$ cat config.mk
export PLATFORM = sky130hd
export DESIGN_NAME = prog_sequencer
export DESIGN_NICKNAME = d
export VERILOG_FILES = /design/src/rtl/prog_seq_pkg.sv /design/src/rtl/next_prog_pick.sv /design/src/rtl/prog_sequencer.sv
export SDC_FILE = /design/constraint.sdc
export NUM_CORES = 1
export LEC_CHECK = 0
export ABC_CLOCK_PERIOD_IN_PS = 2700
export CORE_UTILIZATION = 54
export DETAILED_ROUTE_END_ITERATION = 6
export PLACE_DENSITY_LB_ADDON = 0.2
export SLEW_MARGIN = 40
export SYNTH_ARGS = -nofsm -noshare
export SYNTH_HDL_FRONTEND = slang
export SYNTH_HIERARCHICAL = 1
export SYNTH_SLANG_ARGS = --single-unit
$ cat constraint.sdc
create_clock -name clk -period 2.7 [get_ports clk]
set_input_delay 0.405 -clock clk [delete_from_list [all_inputs] [get_ports clk]]
set_output_delay 0.405 -clock clk [all_outputs]
set_load 0.02 [all_outputs]
$ cat src/rtl/prog_seq_pkg.sv
// Shared types and constants for the program run sequencer.
package prog_seq_pkg;

    typedef enum logic [2:0] {
        IDLE,
        SELECT,
        HOLD,
        RUN,
        FINISH
    } state_t;

    localparam int NUM_PROG_DEF = 3;
    localparam int START_PC_W   = 10;

    // Entry points of the programs loaded in instruction memory.
    function automatic logic [START_PC_W-1:0] start_pc(input logic [1:0] idx);
        logic [START_PC_W-1:0] pc;
        case (idx)
            2'd0:    pc = 10'h000;
            2'd1:    pc = 10'h040;
            2'd2:    pc = 10'h080;
            default: pc = 10'h0C0;
        endcase
        return pc;
    endfunction

endpackage

$ cat src/rtl/next_prog_pick.sv
// Priority picker: returns the lowest set bit of the pending-program mask.
module next_prog_pick
    import prog_seq_pkg::*;
#(
    parameter int NUM_PROG = NUM_PROG_DEF
) (
    input  logic [NUM_PROG-1:0] pending,
    output logic [1:0]          idx,
    output logic                valid
);

    // Scan from the top down so the lowest pending index is the last write.
    always_comb begin
        idx   = 2'd0;
        valid = 1'b0;
        for (int i = NUM_PROG - 1; i >= 0; i--) begin
            if (pending[i]) begin
                idx   = 2'(i);
                valid = 1'b1;
            end
        end
    end

endmodule

$ cat src/rtl/prog_sequencer.sv
// Run controller for the single-cycle core: launches the selected programs
// one after another, holding the core in reset between them.
//
// state  | meaning
// -------+-----------------------------------------------------------
// IDLE   | waiting for go, core held in reset
// SELECT | choose next pending program, or finish if none is left
// HOLD   | core held in reset for RST_HOLD cycles with start PC shown
// RUN    | core released, waiting for done or timeout
// FINISH | one-cycle all_done pulse, busy drops on the way to IDLE
module prog_sequencer
    import prog_seq_pkg::*;
#(
    parameter int NUM_PROG = NUM_PROG_DEF,
    parameter int PC_W     = 10,
    parameter int RST_HOLD = 2,
    parameter int TO_W     = 16
) (
    input  logic                clk,
    input  logic                reset,
    input  logic                go,
    input  logic [NUM_PROG-1:0] prog_mask,
    input  logic [TO_W-1:0]     timeout_limit,
    input  logic                core_done,
    output logic                core_reset,
    output logic [PC_W-1:0]     core_start_pc,
    output logic [1:0]          prog_id,
    output logic                busy,
    output logic [NUM_PROG-1:0] done_mask,
    output logic [NUM_PROG-1:0] timeout_err,
    output logic                all_done
);

    localparam int HOLD_W = (RST_HOLD > 1) ? $clog2(RST_HOLD) : 1;

    state_t                state_q, state_d;
    logic [NUM_PROG-1:0]   mask_q, mask_d;
    logic [NUM_PROG-1:0]   visited_q, visited_d;
    logic [NUM_PROG-1:0]   done_mask_q, done_mask_d;
    logic [NUM_PROG-1:0]   timeout_err_q, timeout_err_d;
    logic [1:0]            prog_id_q, prog_id_d;
    logic [PC_W-1:0]       pc_q, pc_d;
    logic [HOLD_W-1:0]     hold_cnt_q, hold_cnt_d;
    logic [TO_W-1:0]       run_cnt_q, run_cnt_d;
    logic                  core_reset_q, core_reset_d;
    logic                  busy_q, busy_d;
    logic                  all_done_q, all_done_d;

    logic [NUM_PROG-1:0]   pending;
    logic [1:0]            pick_idx;
    logic                  pick_valid;
    logic                  done_ok;
    logic                  timed_out;

    assign pending = mask_q & ~visited_q;

    next_prog_pick #(
        .NUM_PROG (NUM_PROG)
    ) u_pick (
        .pending (pending),
        .idx     (pick_idx),
        .valid   (pick_valid)
    );

    // A done seen in the first RUN cycle may be left over from the previous
    // program, so it only counts once the core has run at least one cycle.
    assign done_ok   = core_done && (run_cnt_q != '0);
    assign timed_out = (timeout_limit != '0) && (run_cnt_q == timeout_limit - TO_W'(1));

    // Next-state and next-output computation for the sequencer.
    always_comb begin
        state_d       = state_q;
        mask_d        = mask_q;
        visited_d     = visited_q;
        done_mask_d   = done_mask_q;
        timeout_err_d = timeout_err_q;
        prog_id_d     = prog_id_q;
        pc_d          = pc_q;
        hold_cnt_d    = hold_cnt_q;
        run_cnt_d     = run_cnt_q;
        core_reset_d  = core_reset_q;
        busy_d        = busy_q;
        all_done_d    = 1'b0;

        case (state_q)
            IDLE: begin
                if (go) begin
                    mask_d        = prog_mask;
                    visited_d     = '0;
                    done_mask_d   = '0;
                    timeout_err_d = '0;
                    busy_d        = 1'b1;
                    state_d       = SELECT;
                end
            end
            SELECT: begin
                if (pick_valid) begin
                    prog_id_d            = pick_idx;
                    pc_d                 = PC_W'(start_pc(pick_idx));
                    visited_d[pick_idx]  = 1'b1;
                    hold_cnt_d           = HOLD_W'(RST_HOLD - 1);
                    state_d              = HOLD;
                end else begin
                    all_done_d = 1'b1;
                    state_d    = FINISH;
                end
            end
            HOLD: begin
                if (hold_cnt_q == '0) begin
                    core_reset_d = 1'b0;
                    run_cnt_d    = '0;
                    state_d      = RUN;
                end else begin
                    hold_cnt_d = hold_cnt_q - HOLD_W'(1);
                end
            end
            RUN: begin
                if (done_ok) begin
                    done_mask_d[prog_id_q] = 1'b1;
                    core_reset_d           = 1'b1;
                    state_d                = SELECT;
                end else if (timed_out) begin
                    timeout_err_d[prog_id_q] = 1'b1;
                    core_reset_d             = 1'b1;
                    state_d                  = SELECT;
                end else if (run_cnt_q != '1) begin
                    run_cnt_d = run_cnt_q + TO_W'(1);
                end
            end
            FINISH: begin
                busy_d  = 1'b0;
                state_d = IDLE;
            end
            default: begin
                core_reset_d = 1'b1;
                busy_d       = 1'b0;
                state_d      = IDLE;
            end
        endcase
    end

    // State, counters and registered outputs; reset aborts any run at once.
    always_ff @(posedge clk or posedge reset) begin
        if (reset) begin
            state_q       <= IDLE;
            mask_q        <= '0;
            visited_q     <= '0;
            done_mask_q   <= '0;
            timeout_err_q <= '0;
            prog_id_q     <= 2'd0;
            pc_q          <= PC_W'(start_pc(2'd0));
            hold_cnt_q    <= '0;
            run_cnt_q     <= '0;
            core_reset_q  <= 1'b1;
            busy_q        <= 1'b0;
            all_done_q    <= 1'b0;
        end else begin
            state_q       <= state_d;
            mask_q        <= mask_d;
            visited_q     <= visited_d;
            done_mask_q   <= done_mask_d;
            timeout_err_q <= timeout_err_d;
            prog_id_q     <= prog_id_d;
            pc_q          <= pc_d;
            hold_cnt_q    <= hold_cnt_d;
            run_cnt_q     <= run_cnt_d;
            core_reset_q  <= core_reset_d;
            busy_q        <= busy_d;
            all_done_q    <= all_done_d;
        end
    end

    assign core_reset    = core_reset_q;
    assign core_start_pc = pc_q;
    assign prog_id       = prog_id_q;
    assign busy          = busy_q;
    assign done_mask     = done_mask_q;
    assign timeout_err   = timeout_err_q;
    assign all_done      = all_done_q;

endmodule

==> impl_metrics.ini, run 1 <==
[status]
status = finished, final reports clean

[grt]
grt_max_degree = 40
busiest_layer = met2
first_global_vias = 2444
grt-ovfl-total = 0
grt_pass1_wl_mm = 11.14
antenna_found_initial = 0
met3_usage_pct = 4.923
use_met1_pct = 36.63
grt_usage_pct = 27.63
grtUsageMet2_pct = 46.23

[worst_setup_path]
cp-start-kind = primary input
crit_chain = dlygate4sd2_1 > buf_4 > nor4_4 > buf_4 > a31oi_2 > a221oi_2 > o211ai_1 > or4_4 > a31o_1 > a21oi_2
endpoint_kind = register
crit_family = simple AND/OR/NAND/NOR gates
crit_slowest_cell = or4_4
cpPeakStageDelay_ns = 0.65
worst-path-buf-inv = 3
crit_required_ns = 2.93
crit_arrival_ns = 2.88
critPathKind = primary input to register
path_max_fanout = 6
crit_top_cell = buf_4

[power_and_ir_drop]
fin_total_pwr_mw = 2.433
power_density_nw_per_um2 = 696.7
ir_worst_vdd_mv = 0.6072
leakagePower_nw = 1.601

[floorplanning]
rows = 24
core_area_sq_um = 4504
io_pins = 44
start_util_pct = 58.14
fp.dieW_um = 71.64
design.die.area_sq_um = 5132
die_y_um = 71.64

[job]
maxCapViolCount = 0

[drt]
drt_iter0_markers = 155
totalWireLength_mm = 7.003
dr.pass1.iters = 4
num_vias = 2597
wl_per_cell_um = 16.40
viasPerCell = 6.082
drc = 0
ant_nets = 0

[clock_tree]
cts_inserted_buffers = 5
cts_buffer_depth = 2
clock_sinks = 39
htree_levels = 2
cts_root_buf = clkbuf_8
cts_tree = done
clk_latency_ns = 0.31
clk_pin_slew_ns = 0.08

[placed_design]
dp_hpwl_mm = 4.881
dp_slack_ns = -0.6273
io_buffers = 35
place_congestion = 0.8806
dp_cells = 415

[yosys]
ys_top_cells_by_count = dfrtp_1 (38), nand2_1 (38), nor2_1 (23)
yosys_warnings = 6
ys_seq_elements = 39
ys_seq_area_share_pct = 37.31
synth.top_cell.area_share_pct = 36.31
yosysTopAreaCell = dfrtp_1
netlist_area_sq_um = 2619
synthFlopType = dfrtp_1
synth_edf_count = 0
syn_avg_cell_area_sq_um = 8.502
synth_area_leaders = dfrtp_1 (36%), nand2_1 (5.4%), xor2_1 (4.3%), nor2_1 (3.3%), buf_4 (2.9%)
yosysUniqueCellTypes = 57
async_reset_ff_share_pct = 100.0
syn-instance-count = 308

[timing]
hold_ws_ns = 0.4792
period_needed_ns = 2.646
hold_viol = 0
setup_tns_ns = 0
skew_ns = 0.007835
max_freq_ghz = 0.3779
fin_crit_sh_pct = 98.01
setup_slack_ns = 0.05384
slew_viol_final = 0
setup_viol = 0

[hold_path]
min_path_type = register to register

[layout]
layout.nets = 400
layout.cells.non_filler = 427
diodes = 0
drive_gt1_share_pct = 20.27
syn2layout_area_growth_pct = 33.35
[layout by cell type, fill, tap and decap left out, drive strengths merged, types with 3 or more instances in the layout]
| master | n |
|---|---|
| nor2b | 5 |
| nand4 | 10 |
| nand3b | 3 |
| o21ai | 11 |
| nand2b | 5 |
| clkbuf | 5 |
| nand2 | 38 |
| ha | 3 |
| conb | 8 |
| mux2i | 3 |
| o211ai | 4 |
| or3 | 9 |
| clkdlybuf4s50 | 26 |
| dlygate4sd2 | 4 |
| and2 | 4 |
| dlymetal6s2s | 4 |
| nor4 | 10 |
| xnor2 | 7 |
| a21oi | 13 |
| inv | 13 |
| xor2 | 13 |
| nor3 | 10 |
| and3 | 8 |
| o31ai | 4 |
| a31oi | 7 |
| o21a | 3 |
| buf | 38 |
| or4 | 4 |
| nand3 | 11 |
| and4 | 3 |
| nor2 | 23 |
| dfrtp | 38 |
| nor3b | 3 |
[worst reg2reg max path, stage by stage (launching register included)]
cell and delay (ns):
dfrtp_1 0.44, inv_1 0.08, ha_1 0.17, nor4b_1 0.23
a41o_1 0.27, and2_1 0.21, o21a_1 0.38, nand4_1 0.18
or3_1 0.34, a21oi_1 0.14
[through the flow]
step	utilization (%)	area, sq um
detailed placement	70.78	3188
global placement	70.78	3188
floorplan	-	2645
CTS	74.42	3352
global route	77.53	3492
finish	77.53	3492
[metal layers]
layer | up-vias | wire length, um
li1 | 1225 | -
met1 | 1254 | 3046
met2 | 100 | 3417
met3 | 18 | 412
met4 | 0 | 127
met5 | - | 0
[path summary, 6_finish.rpt]
path                                  start              to  slack (ns)  depth (start not counted)
max                        timeout_limit[1]   run_cnt_q[10]        0.05                         10
min                          timeout_err[1]  timeout_err[1]        0.48                          2
max reg2reg                    run_cnt_q[0]    run_cnt_q[7]        0.21                          9
min reg2reg                  timeout_err[1]  timeout_err[1]        0.48                          2
max in group asynchronous             reset      core_reset        1.82                          3
min in group asynchronous             reset    run_cnt_q[9]        0.52                          3
[power breakdown]
part	switching, mW	total (mW)	internal [mW]	leakage, nW
logic	0.604	1.05	0.442	1.03
registers	0.150	0.887	0.736	0.515
clock network	0.225	0.501	0.275	0.0581
[state kept, by name, summed over array words and instances (netlist names)]
register and count:
run_cnt_q 16, all_done 1, core_reset 1, done_mask 3
state_q 3, prog_id 2, core_start_pc 2, visited_q 3
mask_q 3, busy 1, timeout_err 3, hold_cnt_q 1
[kinds of logic (layout without fill, tap and decap cells)]
logic type	after synthesis	after routing	share of synthesized area, %
AOI/OAI and AO/OA	57	57	14.62
xor gates and xnor gates	20	20	6.689
adders and majority gates	3	3	1.434
buffers and inverters	34	94	6.976
DFF	39	39	37.31
muxes	4	4	1.577
other	1	8	0.1432
and+or+nand+nor	150	150	31.25
[layout make-up]
type,instances,area (sq um)
fillers,321,1012
clock inverters,3,43.79
inverters,13,48.80
repair buffers,73,668.1
well taps,52,65.06
multi-input cells,242,1620
clock buffers,5,68.82
flip-flops and latches,39,977.2
[repair_timing]
item | CTS | global route
setup endpoints to repair | 21 | 20
pin swaps | 5 | 11
gates resized for setup | 16 | 25
buffers inserted | 2 | 2
hold buffers | 0 | 0
No activity file was read; power rests on OpenSTA's default activity.
==> inputs of run 2 (changes only) <==
- CORE_MARGIN: unset -> 2
==> run 2 against run 1 <==
Effect of this change: the flow now finishes with violations (setup timing); sequential cell count is the same; final cell count up 1.9%; die area is 5.7% higher; total power is 1.3% lower; clock power decreased by 12%; via count down 0.27%; combinational power barely moved; critical path depth did not move; hold slack got worse by 0.0054 ns; sequential share of layout area is 0.17 points higher; critical path type unchanged; largest cell class unchanged.
==> impl_metrics.ini, run 2 (synthesis gave the netlist of run 1 again) <==
[drt]
dr.pass1.iters = 4
num_vias = 2590
viasPerCell = 5.954
totalWireLength_mm = 7.086
ant_nets = 0
wl_per_cell_um = 16.29
drt_iter0_markers = 101
drc = 0

[worst_setup_path]
path_max_fanout = 6
worst-path-buf-inv = 3
cpPeakStageDelay_ns = 0.60
crit_top_cell = buf_4
crit_arrival_ns = 2.93
crit_family = buffers and inverters
crit_required_ns = 2.92
endpoint_kind = register
crit_chain = clkdlybuf4s50_1 > buf_4 > xor2_1 > and3_2 > a21o_1 > o211ai_1 > buf_4 > or4_4 > a31o_1 > a21oi_1
crit_slowest_cell = clkdlybuf4s50_1
critPathKind = primary input to register
cp-start-kind = primary input

[layout]
drive_gt1_share_pct = 22.83
diodes = 0
design_area_sq_um = 3471
layout.nets = 406
multi_input_area_sq_um = 1597
n_fill_cell = 361
top_register = run_cnt_q
largest_reg_flops = 16
seq_area_sq_um = 977.2
mostFrequentLayoutCells = buf_4 (40), dfrtp_1 (38), nand2_1 (37), clkdlybuf4s50_1 (23), nor2_1 (21)
syn2layout_area_growth_pct = 32.54
layout.cells.non_filler = 435
final_common_cell = buf_4

[clock_tree]
cts_root_buf = clkbuf_8
cts_tree = done
htree_levels = 2
ctsHoldBuffers = 0
clk_pin_slew_ns = 0.08
cts_buffer_depth = 2
clock_sinks = 39
clk_latency_ns = 0.29
cts_inserted_buffers = 5

[power_and_ir_drop]
leakagePower_nw = 1.629
power_density_nw_per_um2 = 691.9
ir_worst_vdd_mv = 0.5345
fin_total_pwr_mw = 2.401

[placed_design]
io_buffers = 35
dp_cells = 420
dp_hpwl_mm = 5.065
place_congestion = 0.8751
placed_cell_area_sq_um = 3213

[timing]
setup_slack_ns = -0.008314
period_needed_ns = 2.708
hold_ws_ns = 0.4739
hold_viol = 0
slew_viol_final = 0
slew_headroom_pct = 65.02
worst_pin_slew_ns = 0.5192
fin_crit_sh_pct = 100.3
max_freq_ghz = 0.3692
setup_viol = 1
skew_ns = 0.004738

[status]
status = finished, violations left
violations = setup timing

[grt]
grt-ovfl-total = 0
grt_max_degree = 40
antenna_found_initial = 0
grt_pass1_wl_mm = 11.14
grt_usage_pct = 26.55
first_global_vias = 2432

[floorplanning]
io_pins = 44
core_area_sq_um = 4692
fp.dieW_um = 73.64
start_util_pct = 55.81
die_y_um = 73.64
rows = 25
design.die.area_sq_um = 5423

[job]
maxCapViolCount = 0

[hold_path]
min_path_type = register to register
-- run 2: changes by cell type in the layout (fill, tap and decap cells not counted), moves of 2 or more --
cell | previous run | this run
clkdlybuf4s50_1 | 26 | 23
clkbuf_2 | 0 | 5
a21oi_1 | 8 | 10
buf_4 | 33 | 40
a21oi_2 | 4 | 2
nor4_2 | 0 | 2
dlygate4sd2_1 | 4 | 1
clkbuf_8 | 5 | 7
-- run 2: worst reg2reg max path, stage by stage (launching register included) --
cell     delay, ns
dfrtp_1       0.46
inv_1         0.09
ha_1          0.15
nor4b_1       0.22
a41o_1        0.27
and2_1        0.21
o21ai_1       0.11
nor2_1        0.17
or4b_2        0.61
a21oi_1       0.18
-- run 2: repair_timing --
action | 4_1_cts | 5_1_grt
endpoints found under the setup margin | 21 | 21
resized for setup | 24 | 30
pin swaps | 6 | 16
gates cloned | 0 | 0
setup buffers | 5 | 2
-- run 2: power by group --
part / internal [mW] / total [mW] / switching, mW
logic: 0.458 / 1.08 / 0.623
registers: 0.737 / 0.877 / 0.141
clock network: 0.232 / 0.443 / 0.211
-- run 2: cell type report --
class                      instances  share of cell area [%]
multi-input combinational        242                   46.00
clock buffer                       7                   2.776
inverter                          13                   1.406
tap                               54                   1.947
clock inverter                     1                  0.2163
sequential                        39                   28.15
timing repair buffer              79                   19.50
-- run 2: stage by stage --
step	worst slack (ns)	TNS, ns	util, %
after global placement	-0.5967	-10.85	68.48
after floorplan	0.08280	0	-
final	-0.008314	-0.008314	73.97
after detailed placement	-0.7741	-13.91	68.48
after CTS	0.003466	0	72.75
after global routing	-0.06527	-0.2638	73.97
-- run 2: worst paths after layout --
check | startpoint | to | slack, ns | depth (start not counted)
max | timeout_limit[8] | run_cnt_q[10] | -0.008 | 10
min | mask_q[2] | mask_q[2] | 0.47 | 2
max reg2reg | run_cnt_q[0] | run_cnt_q[12] | 0.15 | 9
min reg2reg | mask_q[2] | mask_q[2] | 0.47 | 2
max in group asynchronous | reset | core_reset | 1.81 | 3
min in group asynchronous | reset | prog_id[1] | 0.53 | 3
-- run 2: routing by layer --
layer	vias up	part of all wire [%]	routed length [um]	global-route usage, %
met5	-	0	0	0
met4	0	2.1	149	8.687
met3	13	3.2	224	3.292
met2	67	52	3711	48.91
met1	1270	42	3000	31.75
li1	1240	-	-	-
==> inputs of run 3 (changes only) <==
- ABC_CLOCK_PERIOD_IN_PS: 2700 -> 2400
- CORE_UTILIZATION: 54 -> 48
- TNS_END_PERCENT: unset -> 5
- clock period: 2.7 -> 2.4 ns (I/O delays scaled with it)
==> run 3 against run 2 <==
Effect of this change: the run still ends with setup timing left; final cell count is 5.3% higher; sequential cell count stayed put; sequential share of layout area is 1.5 points lower; wire length is 3.0% higher; total power is 19% higher; largest cell class unchanged; count of clock-buffer cells in the layout stayed put; global-route usage is 3.1 points lower; via count is 0.85% lower; highest routed layer unchanged; hold slack better by 0.0043 ns.
==> impl_metrics.ini, run 3 (synthesis gave the netlist of run 1 again) <==
[floorplanning]
design.die.area_sq_um = 6063
start_util_pct = 50.63
core_area_sq_um = 5172
rows = 26
die_y_um = 77.87
io_pins = 44
fp.dieW_um = 77.87

[layout]
syn2layout_area_growth_pct = 40.28
diodes = 0
mostFrequentLayoutCells = buf_4 (47), nand2_1 (36), dfrtp_1 (36), nor2_1 (21), clkdlybuf4s50_1 (21)
n_fill_cell = 402
drive_gt1_share_pct = 29.90
layout.nets = 413
top_register = run_cnt_q
final_common_cell = buf_4
largest_reg_flops = 16

[power_and_ir_drop]
leakagePower_nw = 1.682
power_density_nw_per_um2 = 777.6
fin_total_pwr_mw = 2.857
ir_worst_vdd_mv = 0.6803

[worst_setup_path]
reg2reg_depth = 7
crit_required_ns = 2.58
path_max_fanout = 6
endpoint_kind = register
cp-start-kind = primary input
critPathKind = primary input to register
crit_arrival_ns = 2.66

[clock_tree]
cts_inserted_buffers = 5
cts_root_buf = clkbuf_8
clock_sinks = 39
cts_tree = done
clk_pin_slew_ns = 0.08
clk_latency_ns = 0.30
ctsHoldBuffers = 0
htree_levels = 2
cts_buffer_depth = 2

[timing]
slew_viol_final = 0
setup_viol = 7
rsz0062_at_grt = yes
skew_ns = 0.004924
setup_tns_ns = -0.2321
period_needed_ns = 2.475
fin_crit_sh_pct = 103.1
setup_slack_ns = -0.07536
hold_ws_ns = 0.4782
max_freq_ghz = 0.4040
hold_viol = 0

[job]
maxCapViolCount = 0

[grt]
antenna_found_initial = 0
grt_max_degree = 40
first_global_vias = 2418
grt_pass1_wl_mm = 11.54
grt-ovfl-total = 0
grt_usage_pct = 23.49

[drt]
viasPerCell = 5.607
dr.pass1.iters = 4
totalWireLength_mm = 7.296
num_vias = 2568
wl_per_cell_um = 15.93
ant_nets = 0
drt_iter0_markers = 240
drc = 0

[placed_design]
place_congestion = 0.8721
dp_hpwl_mm = 5.022
io_buffers = 35
dp_slack_ns = -0.9224

[status]
violations = setup timing
status = finished, violations left

[hold_path]
min_path_type = primary input to asynchronous set/reset pin
==> run 3: metrics by stage <==
stage                     area, sq um  utilization, %  cells
after floorplan                  2713               -    315
after global placement           3349           64.76    442
after detailed placement         3349           64.76    442
after CTS                        3572           69.06    456
after global routing             3674           71.02    458
final                            3674           71.02    458
==> run 3: worst max-delay path, stage by stage <==
cell,delay [ns]
buf_2,0.12
or4_4,0.57
o21ai_2,0.16
a31oi_2,0.12
or3_4,0.40
or4_4,0.58
a31oi_1,0.27
o21ai_2,0.08
==> run 3: path summary, 6_finish.rpt <==
kind                                  start           end  slack (ns)
max                        timeout_limit[2]  run_cnt_q[2]       -0.08
min                                   reset  run_cnt_q[7]        0.48
max reg2reg                    run_cnt_q[7]  run_cnt_q[2]       -0.03
min reg2reg                       mask_q[1]     mask_q[1]        0.48
max in group asynchronous             reset  run_cnt_q[0]        1.55
min in group clk                  mask_q[1]     mask_q[1]        0.48
==> run 3: area by class of cell <==
type | count | area (sq um) | share of cell area (%)
clock inverter | 1 | 7.507 | 0.2044
inverter | 13 | 66.31 | 1.805
clock buffer | 7 | 96.34 | 2.623
timing repair buffer | 86 | 747.0 | 20.33
multi-input combinational | 242 | 1689 | 45.98
tap | 70 | 87.58 | 2.384
sequential | 39 | 979.7 | 26.67
==> run 3: repair_timing <==
item	CTS	global route
resized for setup	40	40
setup buffers	5	3
gates cloned	1	0
pin swaps	12	22
setup endpoints to repair	21	21
endpoints found under the hold margin	0	0
==> run 3: per-layer routing <==
layer  part of all wire, %  vias up  global-route usage (%)
li1                      -     1250                       -
met1                    46     1237                   32.05
met2                    49       66                   37.67
met3                   4.1       15                   4.186
met4                   1.4        0                   7.679
met5                     0        -                       0
==> run 3: where the power goes <==
group,internal [mW],switching [mW],leakage [nW]
Sequential,0.831,0.111,0.513
Clock,0.261,0.243,0.0505
Combinational,0.616,0.794,1.12
Total,1.71,1.15,1.68
